--- config.mk ---
export PLATFORM = sky130hd
export DESIGN_NAME = netlist_bist
export DESIGN_NICKNAME = d
export VERILOG_FILES = /design/src/rtl/netlist_bist_pkg.sv /design/src/rtl/bist_misr.sv /design/src/rtl/netlist_bist.sv
export SDC_FILE = /design/constraint.sdc
export NUM_CORES = 1
export LEC_CHECK = 0
export CORE_MARGIN = 4
export CORE_UTILIZATION = 45
export CTS_CLUSTER_DIAMETER = 60
export DETAILED_ROUTE_END_ITERATION = 10
export DONT_BUFFER_PORTS = 1
export GPL_ROUTABILITY_DRIVEN = 0
export PLACE_DENSITY_LB_ADDON = 0.12
export SLEW_MARGIN = 30
export SYNTH_ARGS = -nofsm -noshare
export SYNTH_HDL_FRONTEND = slang
export SYNTH_SLANG_ARGS = --single-unit
--- constraint.sdc ---
create_clock -name clk -period 1.6 [get_ports clk]
set_input_delay 0.32 -clock clk [delete_from_list [all_inputs] [get_ports clk]]
set_output_delay 0.32 -clock clk [all_outputs]
set_load 0.01 [all_outputs]
--- src/rtl/netlist_bist_pkg.sv ---
// netlist_bist_pkg: shared FSM state type and default MISR taps/golden signature
// for the 2-input / 3-output CUT.
package netlist_bist_pkg;
  typedef enum logic [1:0] {IDLE, APPLY, CAPTURE, CHECK} state_e;
  localparam logic [2:0] POLY_DEF   = 3'b010;
  localparam logic [2:0] GOLDEN_DEF = 3'b101;
endpackage

--- src/rtl/bist_misr.sv ---
// bist_misr: multiple-input signature register; shifts left with MSB feedback
// into the LSB and the tap mask, then folds in the captured response.
module bist_misr #(
  parameter int W = 3,
  parameter logic [W-1:0] TAPS = '0
) (
  input  logic         clk,
  input  logic         rst_n,
  input  logic         clr_i,
  input  logic         en_i,
  input  logic [W-1:0] data_i,
  output logic [W-1:0] sig_o
);
  logic [W-1:0] sig_q, sig_d;
  logic         fb;
  assign fb    = sig_q[W-1];
  assign sig_d = {sig_q[W-2:0], fb} ^ data_i ^ (fb ? TAPS : '0);
  assign sig_o = sig_q;
  always_ff @(posedge clk or negedge rst_n)
    if (!rst_n) sig_q <= '0;
    else if (clr_i) sig_q <= '0;
    else if (en_i) sig_q <= sig_d;
endmodule

--- src/rtl/netlist_bist.sv ---
// netlist_bist: exhaustive-pattern BIST controller with MISR compaction and golden compare.
// Define NETLIST_BIST_SIG_OUT_EN to expose the live signature on sig_o.
module netlist_bist
  import netlist_bist_pkg::*;
#(
  parameter int N_IN = 2,
  parameter int N_OUT = 3,
  parameter int SETTLE = 2,
  parameter logic [N_OUT-1:0] POLY = POLY_DEF,
  parameter logic [N_OUT-1:0] GOLDEN = GOLDEN_DEF
) (
  input  logic             clk,
  input  logic             rst_n,
  input  logic             start_i,
  output logic [N_IN-1:0]  stim_o,
  input  logic [N_OUT-1:0] resp_i,
  output logic             busy_o,
  output logic             done_o,
`ifdef NETLIST_BIST_SIG_OUT_EN
  output logic             pass_o,
  output logic [N_OUT-1:0] sig_o
`else
  output logic             pass_o
`endif
);
  localparam int SW = SETTLE > 1 ? $clog2(SETTLE) : 1;
  // One extra counter bit keeps the terminal compare from aliasing on wrap.
  localparam logic [N_IN:0] LAST = (N_IN+1)'((1 << N_IN) - 1);
  state_e          state_q;
  logic [N_IN:0]   pat_q;
  logic [SW-1:0]   set_q;
  logic [N_IN-1:0] stim_q;
  logic            busy_q, done_q, pass_q;
  logic [N_OUT-1:0] sig;
  bist_misr #(.W(N_OUT), .TAPS(POLY)) u_misr (
    .clk    (clk),
    .rst_n  (rst_n),
    .clr_i  (state_q == IDLE && start_i),
    .en_i   (state_q == CAPTURE),
    .data_i (resp_i),
    .sig_o  (sig)
  );
  always_ff @(posedge clk or negedge rst_n)
    if (!rst_n) begin
      state_q <= IDLE;
      pat_q   <= '0;
      set_q   <= '0;
      stim_q  <= '0;
      busy_q  <= 1'b0;
      done_q  <= 1'b0;
      pass_q  <= 1'b0;
    end else begin
      case (state_q)
        IDLE: if (start_i) begin
          state_q <= APPLY;
          pat_q   <= '0;
          set_q   <= '0;
          stim_q  <= '0;
          busy_q  <= 1'b1;
          done_q  <= 1'b0;
          pass_q  <= 1'b0;
        end
        APPLY: begin
          state_q <= set_q == SW'(SETTLE - 1) ? CAPTURE : APPLY;
          set_q   <= set_q == SW'(SETTLE - 1) ? '0 : set_q + 1'b1;
        end
        CAPTURE: begin
          state_q <= pat_q == LAST ? CHECK : APPLY;
          pat_q   <= pat_q == LAST ? pat_q : pat_q + 1'b1;
          stim_q  <= pat_q == LAST ? '0 : N_IN'(pat_q + 1'b1);
        end
        CHECK: begin
          state_q <= IDLE;
          busy_q  <= 1'b0;
          done_q  <= 1'b1;
          pass_q  <= sig == GOLDEN;
        end
        default: state_q <= IDLE;
      endcase
    end
  assign stim_o = stim_q;
  assign busy_o = busy_q;
  assign done_o = done_q;
  assign pass_o = pass_q;
`ifdef NETLIST_BIST_SIG_OUT_EN
  assign sig_o = sig;
`endif
endmodule

Word-level counts from Yosys, hierarchy flattened:

Index checks and enable logic that the tools add are counted.

* bits in registers: 14
* input bits: 6
* output and inout port bits: 5
* logic and storage cells: 49

* $add $sub $neg: 2
* eq/ne operators: 7
* multiplexer cells: 20
* bitwise logic cells: 2
* reductions and logical operators: 10

Operators with widths (number)
* $mux 2: 6
* $mux 3: 4
* $pmux 1 s2: 4
* $pmux 2 s4: 1
* $reduce_bool 2->1: 4
* $pmux 3 s2: 1
* $reduce_and 2->1: 3
* $xor 3x3->3: 2
* $eq 2x2->1 const B: 2
* $ne 2x2->1 const B: 2
* $pmux 2 s2: 1
* $add 3x1->3 const B: 1
* $eq 3x2->1 const B: 1
* $eq 3x3->1 const B: 1
* $mux 1: 3
* $reduce_and 3->1: 1
* $eq 2x1->1 const B: 1
* $logic_not 2->1: 1
* $add 1x1->1 const B: 1
* $logic_and 1x1->1: 1

Longest topological paths before layout:

Gate-level depths: netlist of the first run.

* depth after elaboration: 4
* gate-level depth with buffers: 5
* depth with buffers taken out: 5

By module:

A second synthesis of the first run with hierarchy kept.

* cells, all modules: 66
* area total of the unflattened synthesis: 675.6 sq um

Modules (own cells, without submodules)
* netlist_bist: times used 1, cells an instance 54, area each 523.0 sq um, sequential area each 275.3 sq um
* bist_misr: times used 1, cells an instance 12, area each 152.6 sq um, sequential area each 75.1 sq um

Worst setup path before layout of the first run:

No wires, ideal clock.

* kind: register to register
* start point: reg pat_q[0]
* end point: reg pat_q[2]
* data arrival time: 1322 ps
* data required time: 1535 ps
* slack: 212 ps
* cell stages (with the launch flop): 6
* period minus slack after synthesis: 1388 ps
* path through: dfrtp_1 ha_1 ha_1 or3_1 o21ai_1 a22o_1

* word-level cells in the longest chain between the ends: 3

Ends and longest elaborated chain
* start, declared: RTL line netlist_bist.sv:30 `logic [N_IN:0] pat_q;`
* start signal, assigned: RTL line netlist_bist.sv:69 `pat_q <= pat_q == LAST ? pat_q : pat_q + 1'b1;`
* $add 3x1->3 or $eq 3x2->1 (tied branches)
* $mux 3 or $ne 2x2->1 (tied branches)
* $pmux 3 s2 or $reduce_and 3->1 (tied branches)

Several ways; a longest one is shown, not always the timed one. The select of a mux whose other input is x is not followed.
A chain may end at the register's enable or synchronous reset.

Worst setup path in the final report of the first run:

Same ends and word-level chain as after synthesis.

==> results of run 1 <==
==> per-layer routing <==
layer,track usage (%),vias to the layer above,routed length [um]
met5,0,-,0
met4,6.63,0,23
met3,5.75,4,75
met2,19.5,14,547
met1,15.2,219,533
li1,-,231,-
==> registers in the layout (all words and copies together) (netlist names) <==
| register | count |
|---|---|
| busy_o | 1 |
| done_o | 1 |
| pass_o | 1 |
| pat_q | 3 |
| set_q | 1 |
| state_q | 2 |
| stim_o | 2 |
| u_misr.sig_o | 3 |
==> worst max-delay path, stage by stage, from the launching register on <==
cell and delay, ns:
dfrtp_1 0.41, ha_1 0.21, ha_1 0.23, or3_1 0.36, o21ai_1 0.08, a22o_1 0.13
==> metrics by stage <==
stage | power [mW] | cells | hold slack, ns
2_1_floorplan | 1.10 | 64 | 0.0244
3_3_place_gp | 1.18 | 78 | 0.0248
3_5_place_dp | 1.20 | 78 | 0.0248
4_1_cts | 1.41 | 82 | 0.149
5_1_grt | 1.50 | 82 | 0.148
6_report | 1.38 | 82 | 0.157
==> kinds of logic (layout without fill, tap and decap cells) <==
group / count (synthesis) / count (layout) / synth area share (%)
buf+inv: 6 / 9 / 4.76
simple gates: 18 / 18 / 13.2
flops: 14 / 14 / 51.3
xor+xnor: 4 / 4 / 5.13
fa+ha+maj: 2 / 2 / 3.66
compound gates: 20 / 20 / 22.0
==> placed cells by master, fill, tap and decap left out <==
cell / count
a22o_1: 4
nand2b_4: 1
a21oi_1: 3
nand3b_1: 1
inv_1: 2
xnor2_1: 3
dfrtp_1: 14
clkbuf_4: 3
nor3_1: 1
o21ai_1: 6
o21bai_1: 1
nand2_1: 6
nand2b_1: 1
a311oi_1: 1
o31a_1: 1
a32o_1: 1
o22ai_1: 1
buf_4: 2
dlygate4sd3_1: 1
a221o_1: 1
xor2_1: 1
or3_1: 1
o21bai_4: 1
and3_1: 1
inv_2: 1
ha_1: 2
nor2_1: 6
==> power breakdown <==
part	total, mW	internal (mW)	switching [mW]
combinational	0.517	0.275	0.242
clock	0.195	0.0874	0.107
sequential	0.671	0.490	0.181
total	1.38	0.852	0.531
==> repair_timing <==
| action | CTS | global route |
|---|---|---|
| endpoints found under the setup margin | 0 | 0 |
| hold endpoints to repair | 14 | 0 |
| hold buffers | 1 | 0 |
==> final cells by class <==
cell class,instances,area share [%]
clock buffer,3,3.09
inverter,3,1.55
multi-input combinational,44,41.2
sequential,14,48.1
tap,15,2.58
timing repair buffer,3,3.44
==> final timing paths <==
check / cells after the start / endpoint / slack (ns) / startpoint
max in group asynchronous: 1 / done_o / 0.72 / rst_n
worst min register to register: 1 / pat_q[2] / 0.54 / pat_q[2]
min in group asynchronous: 1 / stim_o[0] / 0.48 / rst_n
worst max register to register: 5 / pat_q[2] / 0.13 / pat_q[0]
worst min-delay path: 1 / state_q[0] / 0.16 / start_i
worst max-delay path: 5 / pat_q[2] / 0.13 / pat_q[0]
==> flow_summary.toml, run 1 <==
[status]
status = "finished clean"

[sta]
skew_ns = 0.00461
setup_ws_ns = 0.126
grt_setup_unrepaired = "false"
finalCritPeriodShare_pct = 92.1
maxClockFrequency_mhz = 679
fin_tns_setup_ns = 0
slew_headroom_pct = 59.6
hold_viol = 0
worst_slew_pin_slew_ns = 0.603
setup_viol = 0
slew_viol_final = 0
layout_min_cycle_time_ns = 1.47

[flow_run]
cap_viol_max_count = 0

[detailed_routing]
viasPerCell = 5.71
detailroute.via_count = 468
drt_iter0_drc = 9
drc = 0
drt-total-wl_mm = 1.18
firstDrtPassIters = 4
routedWlPerCell_um = 14.4
ant_nets = 0

[final_layout]
seqCellArea_um2 = 350
fin_nets = 77
multi_input_area_um2 = 300
nFillCells = 142
num_antenna_cells = 0
post-route-cell-area_um2 = 728
utilization_pct = 53.3
layout-drive-gt1-share_pct = 11.9
area_delta_synth_final_pct = 6.59

[yosys]
netlist_instances = 64
synth_nets = 72
synth_top_area_cell = "dfrtp_1"
ys_warn_count = 0
synth_area_leaders = "dfrtp_1 51%, a22o_1 5.1%, o21ai_1 4.4%, xnor2_1 3.8%, ha_1 3.7%"
synth_flop_cell = "dfrtp_1"
synth_area_um2 = 683
ys_types = 26
ys_ff_latch = 14
yosys-top-cells-count = "14 x dfrtp_1, 6 x nand2_1, 6 x nor2_1, 6 x o21ai_1, 4 x a22o_1"
async_reset_ff_share_pct = 100
synth-seq-area-share_pct = 51.3
synth.most_common_cell = "dfrtp_1"
synth_edf_count = 0
netlist.area_leader.share_pct = 51.3
syn_area_per_cell_um2 = 10.7

[die]
die_area_um2 = 2210
dieWidth_um = 47.0
core_area_um2 = 1370
die_y_um = 47.0
pin_count = 11
row_count = 13
start_util_pct = 50.0

[worst_setup_path]
critPathRequiredTime_ns = 1.83
critPathLaunchType = "flip-flop"
crit_type = "reg2reg"
arrival_ns = 1.70
critical_path.endpoint_type = "flip-flop"
crit_path_max_fanout = 6

[clock_tree]
htree_levels = 1
clockBufferDepth = 2
cts-buffers-inserted = 3
cts_setup_buffers = 0
cts_resized = 0
insertion_delay_ns = 0.28
clkTransAtPathRegs_ns = 0.08
cts-root-buf = "clkbuf_4"
cts_tree = "yes"
cts_sinks = 14

[global_route]
gr-total-overflow = 0
grt_usage_pct = 12.8
antenna_found_initial = 0
grt_max_degree = 16
grt_pass1_wl_mm = 1.90
grt_pass1_vias = 421

[power]
ir_worst_vdd_mv = 0.720
p_per_area_nw_per_um2 = 1900
p_leak_nw = 0.330

[place]
dpl_worst_slack_ns = 0.134
place_hpwl_um = 839
portBuffers = 0
dpl_cell_area_um2 = 696

[min_path]
min_path_type = "in2reg"
Note: power is estimated with default switching activity, not from simulation.
==> run 2: changes to the inputs <==
--- a/config.mk
+++ b/config.mk
@@ -6,7 +6,7 @@
 export NUM_CORES = 1
 export LEC_CHECK = 0
 export CORE_MARGIN = 4
-export CORE_UTILIZATION = 45
+export CORE_UTILIZATION = 30
 export CTS_CLUSTER_DIAMETER = 60
 export DETAILED_ROUTE_END_ITERATION = 10
 export DONT_BUFFER_PORTS = 1
==> flow_summary.toml, run 2 (same netlist as run 1, synthesis figures left out) <==
[die]
die_area_um2 = 3100
core_area_um2 = 2190
pin_count = 11
dieWidth_um = 55.7
die_y_um = 55.7
row_count = 17
start_util_pct = 31.2

[worst_setup_path]
critPathRequiredTime_ns = 1.82
critPathLaunchType = "flip-flop"
arrival_ns = 1.70
reg2reg_depth = 5
crit_path_max_fanout = 6
critical_path.endpoint_type = "flip-flop"
crit_type = "reg2reg"

[clock_tree]
cts_tree = "yes"
clkTransAtPathRegs_ns = 0.09
clockBufferDepth = 2
cts_sinks = 14
htree_levels = 1
insertion_delay_ns = 0.28
cts-root-buf = "clkbuf_4"
cts-buffers-inserted = 3

[power]
ir_worst_vdd_mv = 0.803
p_per_area_nw_per_um2 = 1910
p_leak_nw = 0.342
power_mw = 1.46

[min_path]
min_path_type = "in2reg"
hold_depth = 1

[flow_run]
cap_viol_max_count = 0

[sta]
slew_viol_final = 0
whs_ns = 0.165
grt_setup_unrepaired = "false"
worst_slew_pin_slew_ns = 0.637
setup_viol = 0
slew_headroom_pct = 57.4
fin_tns_setup_ns = 0
skew_ns = 0.00550
maxClockFrequency_mhz = 676
hold_viol = 0
layout_min_cycle_time_ns = 1.48
finalCritPeriodShare_pct = 92.4

[global_route]
grt_pass1_vias = 418
gr-total-overflow = 0
grt_pass1_wl_mm = 2.05
grt_max_degree = 15
antenna_found_initial = 0
grt_usage_pct = 8.67

[final_layout]
num_antenna_cells = 0
nFillCells = 223
layout-drive-gt1-share_pct = 14.5
seqCellArea_um2 = 350
stdcell_count = 97
layout_common_cells = "14 x dfrtp_1, 6 x nor2_1, 6 x nand2_1, 6 x o21ai_1, 4 x a22o_1"
multi_input_area_um2 = 300
fin_nets = 78
final_common_cell = "dfrtp_1"
area_delta_synth_final_pct = 12.1
post-route-cell-area_um2 = 766

[detailed_routing]
drt-total-wl_mm = 1.25
drc = 0
firstDrtPassIters = 4
viasPerCell = 4.80
drt_iter0_drc = 9
ant_nets = 0
detailroute.via_count = 466
routedWlPerCell_um = 12.8

[place]
dpl_cell_area_um2 = 719
placed_cells = 92
portBuffers = 0
place_hpwl_um = 887

[status]
status = "finished clean"
-- run 2: cell types whose count changed in the layout (fill, tap and decap cells not counted) --
cell      delta
clkbuf_8     +1
buf_4        +1
-- run 2: worst paths after layout --
path / start / to / slack (ns)
worst max-delay path: pat_q[0] / pat_q[2] / 0.12
worst min-delay path: start_i / state_q[0] / 0.17
worst max register to register: pat_q[0] / pat_q[2] / 0.12
worst min register to register: pat_q[2] / pat_q[2] / 0.54
max in group asynchronous: rst_n / u_misr.sig_o[0] / 0.69
min in group asynchronous: rst_n / state_q[1] / 0.50
-- run 2: layer usage --
layer  up-vias  wire length (um)  track usage, %
li1        238                 -               -
met1       218               622            11.2
met2         8               546            11.5
met3         2                60            5.57
met4         0                16            3.13
met5         -                 0               0
-- run 2: layout make-up --
class / instances / share of cell area, %
inverters: 3 / 1.47
well taps: 28 / 4.58
multi-input cells: 44 / 39.2
clock buffers: 4 / 4.74
repair buffers: 4 / 4.25
flip-flops and latches: 14 / 45.8
-- run 2: where the power goes --
part           total [mW]  switching (mW)  internal [mW]
clock               0.253           0.114          0.138
combinational       0.557           0.266          0.291
sequential          0.651           0.161          0.490
-- run 2: what timing repair did --
| action | in CTS | in global routing |
|---|---|---|
| endpoints found under the hold margin | 14 | 0 |
| hold buffers | 1 | 0 |
| gates resized for setup | 0 | 0 |
| setup endpoints to repair | 0 | 0 |
| buffers inserted | 0 | 0 |
-- run 2: critical path, stage by stage, from the launching register on --
cell and delay, ns:
dfrtp_1 0.41, ha_1 0.21, ha_1 0.24, or3_1 0.36, o21ai_1 0.08, a22o_1 0.13
-- run 2: stage by stage --
stage          util [%]  setup WS [ns]
5_1_grt            35.0         0.0362
4_1_cts            35.0          0.120
2_1_floorplan         -          0.212
6_report           35.0          0.121
3_3_place_gp       32.8          0.176
3_5_place_dp       32.8          0.131
